[src/rtl/difftest_store_seq_pkg.sv]
// Shared types for the difftest store sequencer.
// Holds the drain FSM encoding and the queued store-entry record.
package difftest_store_seq_pkg;

  typedef enum logic [1:0] {
    ST_RUN   = 2'd0,
    ST_DRAIN = 2'd1,
    ST_DONE  = 2'd2
  } state_e;

  localparam int ENTRY_W = 8 + 64 + 64 + 64;

  typedef struct packed {
    logic [7:0]  typ;
    logic [63:0] paddr;
    logic [63:0] vaddr;
    logic [63:0] data;
  } store_t;

  function automatic logic lane_live(
    input logic       v,
    input logic [7:0] t
  );
    return v && (t != 8'd0);
  endfunction

endpackage

[src/rtl/difftest_store_fifo.sv]
// Dual-push, single-pop store queue of DEPTH entries.
// Ports: i_push_a/i_data_a first slot, i_push_b/i_data_b second
// slot (only with a), i_pop, o_head (oldest), o_count (entries).
module difftest_store_fifo
  import difftest_store_seq_pkg::*;
#(
  parameter int DEPTH = 8
) (
  input  logic                     i_clk,
  input  logic                     i_rst,
  input  logic                     i_push_a,
  input  store_t                   i_data_a,
  input  logic                     i_push_b,
  input  store_t                   i_data_b,
  input  logic                     i_pop,
  output store_t                   o_head,
  output logic [$clog2(DEPTH):0]   o_count
);

  localparam int AW = $clog2(DEPTH);

  store_t          r_mem [DEPTH];
  logic [AW-1:0]   r_wptr;
  logic [AW-1:0]   r_rptr;
  logic [AW:0]     r_count;

  logic [AW-1:0]   w_wptr_b;
  logic [1:0]      w_npush;
  logic            w_pop;

  assign w_wptr_b = r_wptr + 1'b1;
  assign w_npush  = {1'b0, i_push_a} + {1'b0, i_push_b};
  assign w_pop    = i_pop && (r_count != '0);
  assign o_head   = r_mem[r_rptr];
  assign o_count  = r_count;

  always_ff @(posedge i_clk) begin
    if (i_push_a) r_mem[r_wptr]   <= i_data_a;
    if (i_push_b) r_mem[w_wptr_b] <= i_data_b;
  end

  always_ff @(posedge i_clk or posedge i_rst) begin
    if (i_rst) begin
      r_wptr  <= '0;
      r_rptr  <= '0;
      r_count <= '0;
    end else begin
      r_wptr  <= r_wptr + AW'(w_npush);
      r_rptr  <= r_rptr + AW'(w_pop);
      r_count <= r_count + (AW+1)'(w_npush)
                         - (AW+1)'(w_pop);
    end
  end

endmodule

[src/rtl/difftest_store_seq.sv]
// Collects two commit-lane stores into a queue and replays them
// one per cycle on a registered difftest store-event port.
// Ports: lane strobes/type/addr/data in, in_ready, drain_req/done,
// store* event outputs, occupancy, sticky overflow_err.
module difftest_store_seq
  import difftest_store_seq_pkg::*;
#(
  parameter int DEPTH = 8
) (
  input  logic                   clock,
  input  logic                   reset,
  input  logic                   in_valid_0,
  input  logic                   in_valid_1,
  input  logic [7:0]             in_type_0,
  input  logic [7:0]             in_type_1,
  input  logic [63:0]            in_paddr_0,
  input  logic [63:0]            in_paddr_1,
  input  logic [63:0]            in_vaddr_0,
  input  logic [63:0]            in_vaddr_1,
  input  logic [63:0]            in_data_0,
  input  logic [63:0]            in_data_1,
  output logic                   in_ready,
  input  logic                   drain_req,
  output logic                   drain_done,
  output logic [7:0]             storeIndex,
  output logic [7:0]             storeValid,
  output logic [63:0]            storePaddr,
  output logic [63:0]            storeVaddr,
  output logic [63:0]            storeData,
  output logic [$clog2(DEPTH):0] occupancy,
  output logic                   overflow_err
);

  localparam int          AW  = $clog2(DEPTH);
  localparam logic [AW:0] LIM = (AW+1)'(DEPTH - 2);

  state_e      r_state;
  state_e      w_state_nxt;
  logic [7:0]  r_idx;
  logic        r_ovf;

  logic        w_live0;
  logic        w_live1;
  logic        w_ready;
  logic        w_acc0;
  logic        w_acc1;
  logic        w_pop;
  store_t      w_e0;
  store_t      w_e1;
  store_t      w_head;
  logic [AW:0] w_count;

  assign w_live0 = lane_live(in_valid_0, in_type_0);
  assign w_live1 = lane_live(in_valid_1, in_type_1);
  assign w_ready = (r_state == ST_RUN) && (w_count <= LIM);
  assign w_acc0  = w_live0 && w_ready;
  assign w_acc1  = w_live1 && w_ready;
  assign w_pop   = (w_count != '0);

  assign w_e0 = '{in_type_0, in_paddr_0, in_vaddr_0, in_data_0};
  assign w_e1 = '{in_type_1, in_paddr_1, in_vaddr_1, in_data_1};

  // Lane 1 takes the first slot when lane 0 is idle.
  difftest_store_fifo #(.DEPTH(DEPTH)) u_fifo (
    .i_clk    (clock),
    .i_rst    (reset),
    .i_push_a (w_acc0 || w_acc1),
    .i_data_a (w_acc0 ? w_e0 : w_e1),
    .i_push_b (w_acc0 && w_acc1),
    .i_data_b (w_e1),
    .i_pop    (w_pop),
    .o_head   (w_head),
    .o_count  (w_count)
  );

  always_ff @(posedge clock or posedge reset) begin
    if (reset) r_state <= ST_RUN;
    else       r_state <= w_state_nxt;
  end

  always_comb begin
    w_state_nxt = r_state;
    unique case (r_state)
      ST_RUN:   if (drain_req) w_state_nxt = ST_DRAIN;
      ST_DRAIN: if (w_count == '0) w_state_nxt = ST_DONE;
      ST_DONE:  w_state_nxt = ST_DONE;
      default:  w_state_nxt = ST_RUN;
    endcase
  end

  always_ff @(posedge clock or posedge reset) begin
    if (reset) begin
      storeValid <= '0;
      storeIndex <= '0;
      storePaddr <= '0;
      storeVaddr <= '0;
      storeData  <= '0;
      r_idx      <= '0;
    end else if (w_pop) begin
      storeValid <= w_head.typ;
      storeIndex <= r_idx;
      storePaddr <= w_head.paddr;
      storeVaddr <= w_head.vaddr;
      storeData  <= w_head.data;
      r_idx      <= r_idx + 8'd1;
    end else begin
      storeValid <= '0;
    end
  end

  always_ff @(posedge clock or posedge reset) begin
    if (reset) r_ovf <= 1'b0;
    else if ((w_live0 || w_live1) && !w_ready) r_ovf <= 1'b1;
  end

  assign in_ready     = w_ready;
  assign drain_done   = (r_state == ST_DONE);
  assign occupancy    = w_count;
  assign overflow_err = r_ovf;

endmodule

[config.mk]
export PLATFORM = sky130hd
export DESIGN_NAME = difftest_store_seq
export DESIGN_NICKNAME = d
export VERILOG_FILES = /design/src/rtl/difftest_store_seq_pkg.sv /design/src/rtl/difftest_store_fifo.sv /design/src/rtl/difftest_store_seq.sv
export SDC_FILE = /design/constraint.sdc
export NUM_CORES = 2
export LEC_CHECK = 0
export BUFFER_PORTS_ARGS = -buffer_cell sky130_fd_sc_hd__buf_2
export CAP_MARGIN = 5
export CORE_AREA = 5 5 416 418
export DETAILED_ROUTE_END_ITERATION = 10
export DIE_AREA = 0 0 421 423
export PLACE_DENSITY = 0.72
export SLEW_MARGIN = 20
export SYNTH_ARGS = -nofsm -noshare
export SYNTH_HDL_FRONTEND = slang
export SYNTH_HIERARCHICAL = 1
export SYNTH_SLANG_ARGS = --single-unit
[constraint.sdc]
create_clock -name clock -period 35.1 [get_ports clock]
set_input_delay 7.02 -clock clock [delete_from_list [all_inputs] [get_ports clock]]
set_output_delay 7.02 -clock clock [all_outputs]
set_load 0.03 [all_outputs]
==> summary.md <==
| Metric | Value |
|---|---|
| Fin Hold WS | `458 ps` |
| Detail Route Antenna Nets | `0` |
| Asr flop ratio synth | `12.5%` |
| Hold Crit Class | `reg2reg` |
| Global Route Usage Sum | `27.3%` |
| Number of global-route vias before repair | `54.7k` |
| Initial antenna violation count | `53` |
| Drt drc | `0` |
| Crit path required time | `35660 ps` |
| CP cell instances | `buf_2, or4_1, o21ai_1, nor3_1, nand3b_1, nor2_4, buf_4, buf_4, buf_4, mux2_2` |
| Via count | `50.8k` |
| Clock sinks | `1829` |
| Critical path launch point | `in_type_1[2]` |
| Pin count of the biggest net entering global routing | `139` |
| Syn avg cell area | `17.4 sq um` |
| Share of layout cells above drive strength 1 | `56.2%` |
| HPWL Detailed | `138 mm` |
| Hold Crit Start | `storePaddr[20]$_DFFE_PP0N_` |
| Data arrival, critical path | `12440 ps` |
| Final Net Count | `6268` |
| Gpl congestion | `0.795` |
| Final Slew Violations | `0` |
| Reg clk slew, reported paths | `60 ps` |
| Placed Instances | `7871` |
| Area growth syn-to-layout | `11.8%` |
| Commonest cells post-synth | `edfxtp_1, mux2_2, nand2_1` |
| Yosys warnings | `6` |
| Startpoint Class | `input pin` |
| Clk buf depth | `3` |
| Post-route setup slack | `23210 ps` |
| CP Buf/Inv Count | `4` |
| Drt first pass iters | `8` |
| Rows | `151` |
| Syn Nets | `5724` |
| Synth area leader | `edfxtp_1` |
| Synthesized area | `92200 sq um` |
| Hold buffers post-CTS | `0` |
| I/O pins | `620` |
| Static Leak | `37.2 nW` |
| DIE HEIGHT | `423 microns` |
| Vias per cell | `6.15` |
| Worst skew pair latency | `840 ps` |
| Fin Setup TNS | `0 ps` |
| CTS tree | `done` |
| Max VDD drop | `0.0000664 V` |
| Critical path class | `in2reg` |
| Post CTS Setup Buffer Count | `0` |
| Average wire per standard cell | `29.6 microns` |
| FMAX | `0.0841 GHz` |
| Pre-CTS setup slack | `22410 ps` |
| CP top delay family | `buffers and inverters` |
| Normalized max-slew margin | `19.5%` |
| Hold Violations, Final | `0` |
| Top cell type's share of synthesized area | `52.1%` |
| Reg-to-reg startpoint | `r_state[0]$_DFFE_PP0P_` |
| Total congestion overflow | `0` |
| Pwr/cell area | `74.7 nW/um^2` |
| Final Util | `61.0%` |
| Global-route wire length before repair | `364 mm` |
| Number of synthesized flops with an enable pin | `1600` |
| Initial core utilization | `54.6%` |
| PortBufs | `619` |
| Layout Skew | `35.6 ps` |
| Count of state elements after synthesis | `1829` |
| RSZ-0062 raised after global routing | `no` |
| Syn Inst Count | `5303` |
| H-Tree Level Count | `4` |
| Setup-failing EPs final | `0` |
| Top_reg_cell synth | `edfxtp_1` |
| Synth area leaders | `edfxtp_1, mux2_2, mux4_2` |
| Post-layout min period | `11890 ps` |
| Slowest cell on the critical path | `buf_4` |
| CP Capture Type | `register` |
| Die Footprint | `178000 sq um` |
| Fillers | `12.5k` |
| MaxCap Viol Count | `0` |
| Num CTS Buffers | `192` |
| Worst-path fanout max | `49` |
| Post-route insts no fill | `8258` |
| Status | `finished, final reports clean` |
| Most frequent cell after synthesis | `edfxtp_1` |
| Critical Path Max Stage Delay | `910 ps` |
| Core Box Area | `169000 sq um` |
| Slew of the pin with the lowest slew margin | `1210 ps` |
| Post_cts resized | `0` |
| Netlist cell types | `46` |
| Register area share after synthesis | `58.4%` |
| Die X-Extent | `421 microns` |
| CP most frequent cell | `buf_4` |
| Period Utilization, post-route | `33.9%` |
| Root Buffer | `clkbuf_16` |
| Initial drt markers | `4345` |
| Routed WL | `245 mm` |
| Register area | `53800 sq um` |
| Multi-input logic area | `36200 sq um` |
[sequential cells by signal, summed over array words and instances, names as in the netlist, 2 cells and up]
name / cells
storeData: 64
r_idx: 8
storeVaddr: 64
u_fifo/r_mem: 1600
u_fifo/r_rptr: 3
u_fifo/o_count: 4
storeIndex: 8
storeValid: 8
r_state: 2
u_fifo/r_wptr: 3
storePaddr: 64
[area by class of cell]
| type | instances | share of cell area, % |
|---|---|---|
| inverter | 17 | 0.0765 |
| antenna | 31 | 0.0753 |
| sequential | 1829 | 52.2 |
| clock buffer | 296 | 5.52 |
| multi-input combinational | 3098 | 35.1 |
| timing repair buffer | 709 | 3.79 |
| clock inverter | 60 | 0.503 |
| tap | 2218 | 2.69 |
[stage by stage]
stage               power, mW  area (sq um)
floorplan                5.03         92200
global placement         5.69         96700
detailed placement       5.74         96700
CTS                      7.76        103000
global route             8.04        103000
finish                   7.69        103000
[power by group]
| group | internal (mW) | leakage (nW) | switching [mW] | total [mW] |
|---|---|---|---|---|
| sequential | 2.79 | 17.1 | 0.162 | 2.95 |
| clock | 1.17 | 3.05 | 0.844 | 2.01 |
| combinational | 1.22 | 17.1 | 1.51 | 2.73 |
| total | 5.18 | 37.2 | 2.51 | 7.69 |
[worst paths after layout]
| kind | endpoint | slack, ps | cells past startpoint |
|---|---|---|---|
| max | u_fifo/r_mem[3][60]$_DFFE_PP_ | 23210 | 10 |
| min | storePaddr[20]$_DFFE_PP0N_ | 460 | 2 |
| max reg2reg | u_fifo/r_mem[3][60]$_DFFE_PP_ | 28780 | 11 |
| min reg2reg | storePaddr[20]$_DFFE_PP0N_ | 460 | 2 |
| max in group asynchronous | storePaddr[17]$_DFFE_PP0N_ | 27070 | 4 |
| min in group asynchronous | u_fifo/r_rptr[0]$_DFF_PP0_ | 6230 | 2 |
[logic make-up (layout without fill, tap and decap cells)]
| logic type | after synthesis | count (layout) | synth area share [%] |
|---|---|---|---|
| other | 0 | 31 | 0 |
| multiplexers | 2402 | 2402 | 35.8 |
| AND/OR/NAND/NOR | 648 | 648 | 2.73 |
| buffers and inverters | 376 | 1082 | 2.58 |
| XOR/XNOR | 15 | 15 | 0.151 |
| flip-flops | 1829 | 1829 | 58.4 |
| AO/OA/AOI/OAI | 17 | 17 | 0.132 |
| adder cells (fa/ha/maj) | 16 | 16 | 0.234 |
[layer usage]
metal / global-route usage (%) / vias up / part of all wire [%]
met3: 3.77 / 412 / 5.2
met1: 35.1 / 26800 / 40
met5: 0 / - / 0.041
met4: 10.9 / 14 / 3.9
met2: 47.0 / 1628 / 51
li1: - / 22000 / -
[worst register-to-register path: stages (launching register included)]
cell and delay (ps):
dfrtp_1 390, inv_1 110, ha_1 160, clkinv_1 80, a311o_2 390, nor3_1 580
nand3b_1 440, nor2_4 900, buf_4 710, buf_4 900, buf_4 940, mux2_2 440
[cells in the final DEF (no fill, tap or decap), types with 19 or more instances in the layout]
cell	count
edfxtp_1	1600
mux2_2	1581
buf_2	619
nand2_1	611
mux4_2	400
mux2_4	389
dfrtp_1	226
clkbuf_16	201
buf_4	80
clkbuf_1	65
mux2_1	32
diode_2	31
clkbuf_8	30
clkinv_2	27
clkinv_1	19
(Power assumes the default switching activity.)
